[src/rtl/spi_pkg.sv]
// Shared types and default frame geometry for the SPI slave frame engine.
package spi_pkg;

    localparam int ADDR_WIDTH_DEF = 7;
    localparam int REG_WIDTH_DEF  = 8;
    localparam int FRAME_LEN      = 1 + ADDR_WIDTH_DEF + REG_WIDTH_DEF;
    localparam int RW_BIT         = FRAME_LEN - 1;

    typedef enum logic [1:0] {
        IDLE = 2'd0,
        ADDR = 2'd1,
        DATA = 2'd2,
        DONE = 2'd3
    } spi_state_t;

    typedef struct packed {
        logic cpol;
        logic cpha;
    } spi_mode_t;

endpackage

[src/rtl/spi_edge_detect.sv]
// SCLK edge detector: turns the synchronized SCLK into single-cycle sample and
// shift pulses according to the latched {cpol,cpha}.
module spi_edge_detect (
    input  logic       clk,
    input  logic       rstb,
    input  logic       ena_i,
    input  logic       spi_clk_i,
    input  logic [1:0] mode_i,
    output logic       sample_o,
    output logic       shift_o
);

    logic sclk_q;
    logic rise_s;
    logic fall_s;

    // Previous SCLK level, refreshed every enabled cycle.
    always_ff @(posedge clk or negedge rstb) begin
        if (!rstb) begin
            sclk_q <= 1'b0;
        end else if (ena_i) begin
            sclk_q <= spi_clk_i;
        end else begin
            sclk_q <= sclk_q;
        end
    end

    // Edge decode; modes 1 and 2 sample on the falling edge.
    always_comb begin
        rise_s   = spi_clk_i & ~sclk_q;
        fall_s   = ~spi_clk_i & sclk_q;
        sample_o = 1'b0;
        shift_o  = 1'b0;
        if (ena_i) begin
            sample_o = (mode_i[1] ^ mode_i[0]) ? fall_s : rise_s;
            shift_o  = (mode_i[1] ^ mode_i[0]) ? rise_s : fall_s;
        end else begin
            sample_o = 1'b0;
            shift_o  = 1'b0;
        end
    end

endmodule

[src/rtl/spi_frame_engine.sv]
// SPI slave frame engine: deserializes {RW, ADDR, DATA} frames, issues one
// register strobe per frame and serializes read data onto MISO.
module spi_frame_engine
    import spi_pkg::*;
#(
    parameter int ADDR_WIDTH = ADDR_WIDTH_DEF,
    parameter int REG_WIDTH  = REG_WIDTH_DEF
) (
    input  logic                  clk,
    input  logic                  rstb,
    input  logic                  ena,
    input  logic [1:0]            mode,
    input  logic                  spi_cs_n,
    input  logic                  spi_clk,
    input  logic                  spi_mosi,
    output logic                  spi_miso,
    output logic [ADDR_WIDTH-1:0] reg_addr,
    output logic [REG_WIDTH-1:0]  reg_wdata,
    output logic                  reg_wr,
    output logic                  reg_rd,
    input  logic [REG_WIDTH-1:0]  reg_rdata,
    output logic                  frame_err
);

    localparam int FLEN  = 1 + ADDR_WIDTH + REG_WIDTH;
    localparam int CNT_W = $clog2(FLEN + 1);
    localparam logic [CNT_W-1:0] ADDR_END  = CNT_W'(1 + ADDR_WIDTH);
    localparam logic [CNT_W-1:0] FRAME_END = CNT_W'(FLEN);

    spi_state_t            state_q, state_d;
    spi_mode_t             mode_q, mode_d;
    logic [CNT_W-1:0]      bit_cnt_q, bit_cnt_d;
    logic [FLEN-1:0]       rx_q, rx_d;
    logic [REG_WIDTH-1:0]  tx_q, tx_d;
    logic [ADDR_WIDTH-1:0] addr_q, addr_d;
    logic [REG_WIDTH-1:0]  wdata_q, wdata_d;
    logic                  wr_q, wr_d;
    logic                  rd_q, rd_d;
    logic                  err_q, err_d;
    logic                  miso_q, miso_d;
    logic                  sample_s;
    logic                  shift_s;

    spi_edge_detect u_edge (
        .clk       (clk),
        .rstb      (rstb),
        .ena_i     (ena),
        .spi_clk_i (spi_clk),
        .mode_i    (mode_q),
        .sample_o  (sample_s),
        .shift_o   (shift_s)
    );

    // Frame sequencing, register strobes and MISO serializer.
    always_comb begin
        state_d   = state_q;
        mode_d    = mode_q;
        bit_cnt_d = bit_cnt_q;
        rx_d      = rx_q;
        tx_d      = tx_q;
        addr_d    = addr_q;
        wdata_d   = wdata_q;
        wr_d      = 1'b0;
        rd_d      = 1'b0;
        err_d     = 1'b0;
        miso_d    = miso_q;
        if (spi_cs_n) begin
            state_d   = IDLE;
            bit_cnt_d = '0;
            miso_d    = 1'b0;
            err_d     = ((state_q == ADDR) || (state_q == DATA)) && (bit_cnt_q != '0);
        end else begin
            case (state_q)
                IDLE: begin
                    state_d   = ADDR;
                    mode_d    = spi_mode_t'(mode);
                    bit_cnt_d = '0;
                    rx_d      = '0;
                    tx_d      = '0;
                    miso_d    = 1'b0;
                end
                ADDR: begin
                    miso_d = 1'b0;
                    if (bit_cnt_q == ADDR_END) begin
                        state_d = DATA;
                        addr_d  = rx_q[ADDR_WIDTH-1:0];
                        rd_d    = ~rx_q[ADDR_WIDTH];
                    end else if (sample_s) begin
                        rx_d      = {rx_q[FLEN-2:0], spi_mosi};
                        bit_cnt_d = bit_cnt_q + CNT_W'(1);
                    end else begin
                        rx_d = rx_q;
                    end
                end
                DATA: begin
                    if (bit_cnt_q == FRAME_END) begin
                        state_d = DONE;
                        if (rx_q[FLEN-1]) begin
                            wr_d    = 1'b1;
                            wdata_d = rx_q[REG_WIDTH-1:0];
                        end else begin
                            wr_d = 1'b0;
                        end
                    end else if (sample_s) begin
                        rx_d      = {rx_q[FLEN-2:0], spi_mosi};
                        bit_cnt_d = bit_cnt_q + CNT_W'(1);
                    end else begin
                        rx_d = rx_q;
                    end
                    // With cpha=0 the first data bit is already on MISO at load,
                    // so the shift edge before the first data sample is skipped.
                    if (rd_q) begin
                        tx_d   = reg_rdata;
                        miso_d = mode_q.cpha ? miso_q : reg_rdata[REG_WIDTH-1];
                    end else if (shift_s && (mode_q.cpha || (bit_cnt_q > ADDR_END))) begin
                        tx_d   = {tx_q[REG_WIDTH-2:0], 1'b0};
                        miso_d = mode_q.cpha ? tx_q[REG_WIDTH-1] : tx_q[REG_WIDTH-2];
                    end else begin
                        tx_d = tx_q;
                    end
                end
                DONE: begin
                    state_d = DONE;
                end
                default: begin
                    state_d = IDLE;
                end
            endcase
        end
    end

    // State registers; pulse outputs are forced low while the enable is off.
    always_ff @(posedge clk or negedge rstb) begin
        if (!rstb) begin
            state_q   <= IDLE;
            mode_q    <= '0;
            bit_cnt_q <= '0;
            rx_q      <= '0;
            tx_q      <= '0;
            addr_q    <= '0;
            wdata_q   <= '0;
            wr_q      <= 1'b0;
            rd_q      <= 1'b0;
            err_q     <= 1'b0;
            miso_q    <= 1'b0;
        end else if (ena) begin
            state_q   <= state_d;
            mode_q    <= mode_d;
            bit_cnt_q <= bit_cnt_d;
            rx_q      <= rx_d;
            tx_q      <= tx_d;
            addr_q    <= addr_d;
            wdata_q   <= wdata_d;
            wr_q      <= wr_d;
            rd_q      <= rd_d;
            err_q     <= err_d;
            miso_q    <= miso_d;
        end else begin
            wr_q  <= 1'b0;
            rd_q  <= 1'b0;
            err_q <= 1'b0;
        end
    end

    assign spi_miso  = miso_q;
    assign reg_addr  = addr_q;
    assign reg_wdata = wdata_q;
    assign reg_wr    = wr_q;
    assign reg_rd    = rd_q;
    assign frame_err = err_q;

endmodule

[config.mk]
export PLATFORM = sky130hd
export DESIGN_NAME = spi_frame_engine
export DESIGN_NICKNAME = d
export VERILOG_FILES = /design/src/rtl/spi_pkg.sv /design/src/rtl/spi_edge_detect.sv /design/src/rtl/spi_frame_engine.sv
export SDC_FILE = /design/constraint.sdc
export NUM_CORES = 1
export LEC_CHECK = 0
export CORE_MARGIN = 2
export CORE_UTILIZATION = 49
export CTS_BUF_LIST = sky130_fd_sc_hd__clkbuf_8 sky130_fd_sc_hd__clkbuf_16
export CTS_CLUSTER_DIAMETER = 200
export CTS_CLUSTER_SIZE = 20
export DETAILED_ROUTE_END_ITERATION = 8
export PLACE_DENSITY = 0.84
export SETUP_SLACK_MARGIN = 0.5
export SLEW_MARGIN = 20
export SYNTH_ARGS = -nofsm -noshare
export SYNTH_HDL_FRONTEND = slang
export SYNTH_SLANG_ARGS = --single-unit
[constraint.sdc]
create_clock -name clk -period 1.75 [get_ports clk]
set_input_delay 0.525 -clock clk [delete_from_list [all_inputs] [get_ports clk]]
set_output_delay 0.525 -clock clk [all_outputs]
set_load 0.1 [all_outputs]
After elaboration in Yosys (flattened, before gate mapping)
Cells that the tools add are included. Widths: inputs -> output; s select.

Register bits: 53. Bits in latches: 0. Memory bits (writable): 0. ROM bits: 0. Bits of input ports: 16. Output and inout port bits: 19. Logic and storage cells: 92. Memories: 0.

Add/subtract/negate cells: 1. $mul: 0. Div/mod/pow operators: 0. Magnitude comparators: 1. Equality and inequality tests: 14. Shift-type cells: 0. Mux-type cells: 37. Bitwise gates (word level): 7. Reduce and logical (&&, ||, !) cells: 19.

Operators with widths (number): $mux 16 (3); $pmux 16 s3 (1); $mux 1 (20); $mux 5 (4); $mux 8 (2); $pmux 8 s2 (1); $reduce_and 4->1 (4); $pmux 5 s3 (1); $reduce_and 5->1 (2); $ne 3x2->1 const B (3); $pmux 2 s4 (1); $mux 2 (3); $ne 3x3->1 const B (2); $reduce_and 3->1 (2); $reduce_bool 3->1 (2); $add 5x1->5 const B (1); $eq 5x4->1 const B (1); $eq 5x5->1 const B (1); $gt 5x4->1 const B (1); $reduce_bool 5->1 (1); $eq 2x2->1 const B (2); $ne 2x2->1 const B (2); $ne 4x3->1 const B (1); $ne 4x4->1 const B (1); 11 further kinds (17).

Logic depth before layout (Yosys ltp)
Gate-level depths: netlist of the first run.

Depth in word-level cells: 9. Mapped depth: 8. Gate-level depth less buffers: 7.

Modules after synthesis
A second synthesis of the first run with hierarchy kept.

Cells, all modules: 242. Area, all modules: 2671.3 um^2.

By module, submodules not included: spi_frame_engine (instances 1, cells each 235, area each 2583.7 um^2, sequential area each 1301.2 um^2); spi_edge_detect (instances 1, cells each 7, area each 87.6 um^2, sequential area each 25.0 um^2).

Worst setup path before layout of the first run
No wires, ideal clock.

Path type: register to register. Start: reg rd_q, in the netlist reg_rd. End: reg tx_q[1]. Library setup time: 0.125 ns. Arrival time: 2.045 ns. Data required time: 1.625 ns. Setup slack: -0.421 ns. Cell stages (with the launch flop): 6. Path buffers: 2. Clock period less this slack: 2.171 ns. Cell sequence: dfrtp_1 clkbuf_1 a21oi_1 a21o_1 buf_6 mux2_4.

Cells in the longest elaborated chain, start to end: 2. Elaborated cells on any way between the ends: 4. Those cells by class: 1 x eq/ne; 2 x mux; 1 x reduce/logical.

Ends and longest elaborated chain: start: declaration (line spi_frame_engine.sv:38) `logic rd_q, rd_d;`; start signal: assignment (line spi_frame_engine.sv:155) `rd_q <= rd_d;`; $ne 3x2->1 (no line) / $mux 8 (equally long branches); $reduce_and 4->1 (no line) / $pmux 8 s2 (equally long branches); end signal: assignment (line spi_frame_engine.sv:151) `tx_q <= tx_d;`; end: declaration (line spi_frame_engine.sv:34) `logic [REG_WIDTH-1:0] tx_q, tx_d;`.

Several ways; a longest one is shown, not always the timed one. A chain may end at the register's enable or synchronous reset.

Worst setup path in the final report of the first run
Start: reg state_q[1]. End: reg bit_cnt_q[3].

Cells in the longest elaborated chain, start to end: 3. Elaborated cells on any way between the ends: 9. Those cells by class: 4 x eq/ne; 2 x mux; 3 x reduce/logical.

Ends and longest elaborated chain: start: declaration (line spi_frame_engine.sv:30) `spi_state_t state_q, state_d;`; start signal: assignment (line spi_frame_engine.sv:147) `state_q <= state_d;`; $eq 2x2->1, or another cell as far along (line spi_frame_engine.sv:73) `case (state_q)`; $ne 3x3->1 (no line), or another cell as far along; $reduce_and 4->1 (no line) / $mux 5 (equally long branches); end signal: assignment (line spi_frame_engine.sv:149) `bit_cnt_q <= bit_cnt_d;`; end: declaration (line spi_frame_engine.sv:32) `logic [CNT_W-1:0] bit_cnt_q, bit_cnt_d;`.

Several ways; a longest one is shown, not always the timed one.

==> results of run 1 <==
[synthesized netlist by cell type, drive strengths merged, types with 4 or more instances]
library cell  count  area (µm²)
dfrtp            53        1326
nand2            39       146.4
nand2b            4       25.02
mux2             25       307.8
ha                6       75.07
mux2i            10       100.1
inv              10       37.54
and3              4       25.02
nor2b            11       68.82
buf               5       31.28
clkbuf            5       18.77
o21ai            29       145.1
[worst reg2reg max path, delay by kind of cell (launching register included)]
family | cells | cell delay (ns)
compound gates | 3 | 0.57
buf+inv | 1 | 0.11
simple gates | 2 | 0.52
flops | 1 | 0.44
fa+ha+maj | 1 | 0.18
[metrics by stage]
step | area, µm² | util
2_1_floorplan | 2640 | -
3_3_place_gp | 3462 | 0.6866
3_5_place_dp | 3462 | 0.6866
4_1_cts | 3920 | 0.7774
5_1_grt | 4121 | 0.8174
6_report | 4121 | 0.8174
[worst min-delay path by stage]
stage | startpoint | end | slack (ns) | cells after the start
6_report | rstb | rx_q[9]$_DFFE_PN0P_ | 0.19 | 2
5_1_grt | rstb | rx_q[9]$_DFFE_PN0P_ | 0.20 | 2
4_1_cts | rstb | reg_rd$_DFF_PN0_ | 0.20 | 2
3_5_place_dp | rx_q[7]$_DFFE_PN0P_ | reg_rd$_DFF_PN0_ | 0.46 | 1
3_3_place_gp | rx_q[7]$_DFFE_PN0P_ | reg_rd$_DFF_PN0_ | 0.46 | 1
2_1_floorplan | rstb | bit_cnt_q[0]$_DFFE_PN0P_ | 0.23 | 0
[kinds of logic after synthesis]
kind of cell / Yosys count / synth area share
compound gates: 46 / 0.1088
xor+xnor: 1 / 0.003461
fa+ha+maj: 6 / 0.02966
buf+inv: 20 / 0.03460
flops: 53 / 0.5240
mux: 35 / 0.1611
simple gates: 71 / 0.1384
[power by group through the flow]
stage,clock network (W),logic [W],registers (W)
3_3_place_gp,0,0.00115,0.00146
3_5_place_dp,0,0.00120,0.00147
5_1_grt,0.000786,0.00204,0.00148
2_1_floorplan,0,0.000732,0.00148
4_1_cts,0.000732,0.00156,0.00145
6_report,0.000730,0.00193,0.00147
[cell type report]
cell class	instances	area, µm²
Tap cell	70	87.58
Sequential cell	53	1358
Timing Repair Buffer	92	1057
Clock buffer	6	82.58
Clock inverter	2	11.26
Fill cell	258	920.9
Multi-Input combinational cell	159	1483
Inverter	10	42.54
[registers in the layout, indices dropped and copies added, names as in the netlist]
signal / cells
mode_q: 2
reg_addr: 7
state_q: 2
tx_q: 8
u_edge.sclk_q: 1
spi_miso: 1
rx_q: 16
reg_rd: 1
bit_cnt_q: 5
reg_wr: 1
reg_wdata: 8
frame_err: 1
[routing by layer]
| metal | track usage | routed length [µm] | vias to the layer above |
|---|---|---|---|
| met4 | 0.09747 | 341 | 0 |
| met3 | 0.03836 | 290 | 30 |
| met2 | 0.4531 | 4218 | 81 |
| li1 | - | - | 983 |
| met5 | 0 | 0 | - |
| met1 | 0.3190 | 3133 | 1128 |
[repair_timing]
action                                  in CTS  in global routing
gates resized for setup                     72                 34
buffers inserted                            16                  9
endpoints found under the setup margin      72                 71
hold buffers                                 0                  0
endpoints found under the hold margin        0                  0
pin swaps                                   12                 13
==> qor.csv, run 1 <==
stage;metric;value;unit
clock_network;TritonCTS clock tree;done;
floorplanning;Die Footprint;5756;µm²
drt;Starting DRT DRC Count;209;
yosys;register area share after synthesis;0.5240;
timing;headroom to the max-slew limit;0.7574;
drt;DR vias/cell;5.668;
drt;drt wl/cell;20.36;µm
clock_network;CTS max path bufs;2;
timing;measured slew at the worst slew-check pin;0.3639;ns
finish;Area growth, synth to finish;62.83;%
global_routing;Global Route Usage Sum;0.2576;
floorplanning;number of placed I/O pins;35;
timing;fmax;525.2;MHz
timing;final setup slack of the worst path;-0.1540;ns
placement;buffers added on ports;34;
placement;count of placed standard cells including taps;359;
timing;clk_skew;0.005445;ns
pwr;leakage power figure;1.810;nW
finish;Antenna Cells;0;
worst_setup_path;length in cells of the worst reg-to-reg path;7;
yosys;Synthesis Warnings;0;
floorplanning;placement row count;26;
yosys;prevailing post-synth register cell;dfrtp_1;
drt;DRC;0;
global_routing;vias in the first global route;2262;
min_path;Worst Hold Class;primary input to asynchronous set/reset pin;
worst_setup_path;crit-path leading delay family;compound AO/OA/AOI/OAI gates;
worst_setup_path;critical path required time;1.97;ns
yosys;number of nets in the synthesized netlist;254;
clock_network;Max H-tree Level;2;
worst_setup_path;Buffers & Inverters on Critical Path;1;
pwr;Clk pwr share;0.177;
timing;clock period minus worst slack;1.904;ns
worst_setup_path;largest fanout on the critical path;4;
timing;final worst-path cycle share;1.088;
worst_setup_path;end point of the critical path;bit_cnt_q[3]$_DFFE_PN0P_;
timing;unrepaired setup endpoints after global routing;true;
clock_network;clock latency reported for the late side of the worst-skew pair;0.31;ns
yosys;Seq cells post-synth;53;
yosys;synthesized cell area;2531;µm²
worst_setup_path;worst path cell trace;inv_2 -> ha_4 -> and3b_1 -> o211ai_1 -> o211ai_2 -> or2_4 -> o31ai_4;
yosys;cell count after synthesis;232;
placement;placed wire-length estimate;3941;µm
global_routing;antenna violations before repair;0;
worst_setup_path;CP Capture Type;flip-flop;
timing;Finish-stage setup viols;18;
outcome;failing checks;negative setup slack;
floorplanning;area of the core region;5042;µm²
yosys;mean area per synthesized cell;10.91;µm²
timing;final hold violation count;0;
finish;final instance count without filler cells;392;
clock_network;clock transition at the register clock pins on the worst setup and hold paths after CTS;0.10;ns
worst_setup_path;type of element launching the critical path;flip-flop;
worst_setup_path;reg-to-reg critical path startpoint;state_q[1]$_DFFE_PN0P_;
drt;total vias in the final route;2222;
worst_setup_path;Reg2Reg Setup Slack;-0.15;ns
placement;setup slack after placement;-0.5409;ns
flow_run;Max-Cap Viols;0;
worst_setup_path;WP depth;7;
global_routing;GRT Residual Overflow;0;
timing;sum of negative setup slack;-1.136;ns
worst_setup_path;arrival time at the worst endpoint;2.13;ns
clock_network;buffer type at the clock tree root;clkbuf_8;
yosys;EDFF count, synth;0;
drt;final antenna-violating net count;0;
worst_setup_path;cell with the largest stage delay on the worst path;dfrtp_1;
floorplanning;die outline height;75.87;µm
yosys;Yosys cell types;35;
drt;DRT Wirelength;7983;µm
pwr;sequential group share of total power;0.357;
global_routing;maximum number of pins on one net before global-route repair;54;
pwr;Sw Share;0.3651;
finish;number of nets in the layout;343;
worst_setup_path;worst reg2reg endpoint;bit_cnt_q[3]$_DFFE_PN0P_;
worst_setup_path;Setup crit start;state_q[1]$_DFFE_PN0P_;
pwr;Pwr per Cell Area;1002;nW/µm²
global_routing;first-pass GRT wire length;10950;µm
clock_network;number of buffers added by the clock tree synthesis step;5;
placement;global placement routability congestion;0.8808;
pwr;share of power burned in combinational logic;0.466;
timing;number of pins with negative max-slew slack in the final report;0;
finish;most common cell after layout, fill and taps aside;buf_4;
pwr;Internal;0.002622;W
outcome;outcome;complete, but fails checks;
pwr;net switching power;0.001508;W
worst_setup_path;path type of the worst setup path;flip-flop to flip-flop;
floorplanning;starting density of the core;0.5020;
drt;DRT Pass-1 Iters;4;
timing;worst hold slack across all endpoints;0.1873;ns
finish;commonest cells after routing, fill and taps aside;buf_4 (41), nand2_1 (38), dfrtp_1 (30), mux2_4 (24), buf_12 (24);
yosys;share of flip-flops with an asynchronous set or reset;1.000;
finish;fraction of layout instances using a drive strength above 1;0.5497;
pwr;post-layout power;0.004129;W
worst_setup_path;largest incremental delay on the critical path;0.44;ns
pwr;maximum resistive drop on vdd;0.0009388;V
clock_network;Sink Count;53;
floorplanning;DIE WIDTH;75.87;µm
Power figures use the tool's default switching activity.
==> run 2: changes to the inputs <==
--- a/config.mk
+++ b/config.mk
@@ -5,7 +5,7 @@
 export SDC_FILE = /design/constraint.sdc
 export NUM_CORES = 1
 export LEC_CHECK = 0
-export CORE_MARGIN = 2
+export CORE_MARGIN = 8
 export CORE_UTILIZATION = 49
 export CTS_BUF_LIST = sky130_fd_sc_hd__clkbuf_8 sky130_fd_sc_hd__clkbuf_16
 export CTS_CLUSTER_DIAMETER = 200
@@ -13,7 +13,7 @@
 export DETAILED_ROUTE_END_ITERATION = 8
 export PLACE_DENSITY = 0.84
 export SETUP_SLACK_MARGIN = 0.5
-export SLEW_MARGIN = 20
+export SLEW_MARGIN = 25
 export SYNTH_ARGS = -nofsm -noshare
 export SYNTH_HDL_FRONTEND = slang
 export SYNTH_SLANG_ARGS = --single-unit
==> run 2 against run 1 <==
Compared with the run above:
- the flow still finishes with violations (negative setup slack)
- register-to-register slack better by 0.05 ns
- cell count is 3.3% lower
- hold slack lost 0.0068 ns
- via count fell by 7.3%
- sequential share of layout area grew 2.8 points
- sequential power about the same
- combinational power down 18%
==> qor.csv, run 2 (synthesized netlist as in run 1, its figures left out) <==
stage;metric;value;unit;change
outcome;outcome;complete, but fails checks;;
outcome;failing checks;negative setup slack;;
finish;commonest cells after routing, fill and taps aside;nand2_1 (36), buf_4 (36), dfrtp_1 (33), buf_12 (24), o21ai_0 (20);;
global_routing;Global Route Usage Sum;0.1818;;-0.07583
timing;final setup slack of the worst path;-0.1063;ns;+0.04771 ns
global_routing;met3 track demand over resource;0.04315;;+0.004792
placement;buffers added on ports;34;;unchanged
global_routing;first-pass GRT wire length;10740;µm;-1.9%
worst_setup_path;cell with the largest stage delay on the worst path;dfrtp_1;;
timing;number of pins with negative max-slew slack in the final report;0;;unchanged
global_routing;routing usage on met1;0.2007;;-0.1184
worst_setup_path;type of element launching the critical path;flip-flop;;
drt;drt wl/cell;17.56;µm;-14%
finish;number of fill cells;290;;+12%
finish;Final Cell Area;3785;µm²;-8.2%
worst_setup_path;path type of the worst setup path;flip-flop to flip-flop;;
floorplanning;number of placed I/O pins;35;;unchanged
clock_network;Sink Count;53;;unchanged
floorplanning;die outline height;87.87;µm;+16%
clock_network;number of buffers added by the clock tree synthesis step;5;;unchanged
floorplanning;Die Footprint;7721;µm²;+34%
pwr;Internal;0.002420;W;-7.7%
clock_network;Max H-tree Level;2;;unchanged
pwr;share of power burned in combinational logic;0.424;;-0.042
pwr;maximum resistive drop on vdd;0.0009996;V;+6.5%
timing;clock period minus worst slack;1.856;ns;-0.04771 ns
pwr;Clk pwr share;0.187;;+0.010
placement;placed wire-length estimate;4106;µm;+4.2%
drt;Starting DRT DRC Count;165;;-21%
pwr;net switching power;0.001311;W;-13%
timing;headroom to the max-slew limit;0.7817;;+0.02432
finish;register with the highest flop count;rx_q;;
min_path;Worst Hold Class;primary input to asynchronous set/reset pin;;
timing;Finish-stage setup viols;29;;+11
timing;fmax;538.7;MHz;+2.6%
drt;DRC;0;;unchanged
finish;Area growth, synth to finish;49.53;%;
pwr;leakage power figure;1.699;nW;-6.2%
placement;global placement routability congestion;0.8365;;-5.0%
clock_network;TritonCTS clock tree;done;;
clock_network;CTS max path bufs;2;;unchanged
pwr;sequential group share of total power;0.389;;+0.032
pwr;Pwr per Cell Area;985.8;nW/µm²;-1.6%
global_routing;vias in the first global route;2223;;-1.7%
timing;final worst-path cycle share;1.061;;-0.02726
finish;share of the core filled with cells;0.7506;;-0.06675
floorplanning;starting density of the core;0.5020;;unchanged
worst_setup_path;largest fanout on the critical path;8;;+4
drt;DR vias/cell;5.435;;-4.1%
timing;measured slew at the worst slew-check pin;0.3228;ns;-0.04112 ns
finish;number of flip-flops in the largest register;16;;unchanged
worst_setup_path;arrival time at the worst endpoint;2.06;ns;-0.07 ns
placement;Area after DPL;3447;µm²;-0.43%
drt;final antenna-violating net count;0;;unchanged
drt;DRT Pass-1 Iters;4;;unchanged
worst_setup_path;worst path cell trace;xnor2_2 -> mux2i_1 -> a21oi_2 -> a21o_4 -> buf_4 -> a32o_2;;
global_routing;most used routing layer;met2;;
global_routing;antenna violations before repair;0;;unchanged
worst_setup_path;critical path required time;1.95;ns;-0.02 ns
finish;fraction of layout instances using a drive strength above 1;0.4757;;-0.07396
placement;setup slack after placement;-0.5645;ns;-0.02358 ns
clock_network;clock latency reported for the late side of the worst-skew pair;0.31;ns;about the same
timing;unrepaired setup endpoints after global routing;true;;
clock_network;buffer type at the clock tree root;clkbuf_8;;
clock_network;clock transition at the register clock pins on the worst setup and hold paths after CTS;0.09;ns;about the same
worst_setup_path;largest incremental delay on the critical path;0.44;ns;about the same
finish;Antenna Cells;0;;unchanged
pwr;Sw Share;0.3514;;-0.01365
flow_run;Max-Cap Viols;0;;unchanged
floorplanning;DIE WIDTH;87.87;µm;+16%
floorplanning;placement row count;26;;unchanged
drt;DRT Wirelength;6654;µm;-17%
timing;final hold violation count;0;;unchanged
global_routing;GRT met2 Usage;0.3256;;-0.1275
timing;clk_skew;0.004249;ns;-0.001196 ns
worst_setup_path;CP Capture Type;flip-flop;;
global_routing;GRT Residual Overflow;0;;unchanged
placement;count of placed standard cells including taps;357;;-0.56%
floorplanning;area of the core region;5042;µm²;unchanged
finish;number of nets in the layout;330;;-3.8%
finish;final instance count without filler cells;379;;-3.3%
drt;total vias in the final route;2060;;-7.3%
global_routing;maximum number of pins on one net before global-route repair;54;;unchanged
[run 2: worst paths after layout]
check | end | slack (ns) | from | depth (start not counted)
setup / recovery | tx_q[0]$_DFFE_PN0P_ | -0.11 | mode_q[0]$_DFFE_PN0P_ | 6
setup reg to reg | tx_q[0]$_DFFE_PN0P_ | -0.11 | mode_q[0]$_DFFE_PN0P_ | 6
min in group clk | rx_q[11]$_DFFE_PN0P_ | 0.51 | rx_q[11]$_DFFE_PN0P_ | 2
hold / removal | state_q[0]$_DFFE_PN0P_ | 0.18 | rstb | 2
hold reg to reg | rx_q[11]$_DFFE_PN0P_ | 0.51 | rx_q[11]$_DFFE_PN0P_ | 2
max in group asynchronous | reg_rd$_DFF_PN0_ | 1.29 | rstb | 2
[run 2: what timing repair did]
action / 4_1_cts / 5_1_grt
pin swaps: 8 / 2
buffers inserted: 13 / 1
resized for setup: 30 / 12
endpoints found under the setup margin: 72 / 71
hold buffers: 0 / 0
[run 2: metrics by stage]
stage / hold slack, ns / setup TNS (ns) / total power, W
finish: 0.1805 / -0.9485 / 0.003731
floorplan: 0.2294 / 0 / 0.002208
detailed placement: 0.4671 / -19.46 / 0.002674
global route: 0.1985 / -4.786 / 0.003941
CTS: 0.2018 / -0.5460 / 0.003598
global placement: 0.4631 / -17.11 / 0.002613
[run 2: routing by layer]
metal	part of all wire	up-vias
met1	0.39	1042
met4	0.027	0
met3	0.042	18
met2	0.54	48
met5	0	-
li1	-	952
[run 2: worst max-delay path: cells and delay by family, from the launching register on]
kind	cells	cell delay, ns
multiplexers	1	0.34
buffers and inverters	1	0.15
flip-flops	1	0.44
AO/OA/AOI/OAI	3	0.61
XOR/XNOR	1	0.20
[run 2: final cells by class]
cell class,count,area (µm²),share of cell area
clock buffers,5,68.82,0.01818
clock inverters,3,17.52,0.004628
inverters,10,40.04,0.01058
multi-input cells,159,1280,0.3382
flip-flops and latches,53,1354,0.3577
well taps,70,87.58,0.02314
repair buffers,79,937.1,0.2476
[run 2: power groups by stage]
| stage | sequential (W) | clock (W) | combinational [W] |
|---|---|---|---|
| floorplan | 0.00148 | 0 | 0.000732 |
| global placement | 0.00146 | 0 | 0.00116 |
| detailed placement | 0.00147 | 0 | 0.00121 |
| CTS | 0.00145 | 0.000706 | 0.00144 |
| global route | 0.00147 | 0.000768 | 0.00170 |
| finish | 0.00145 | 0.000696 | 0.00158 |
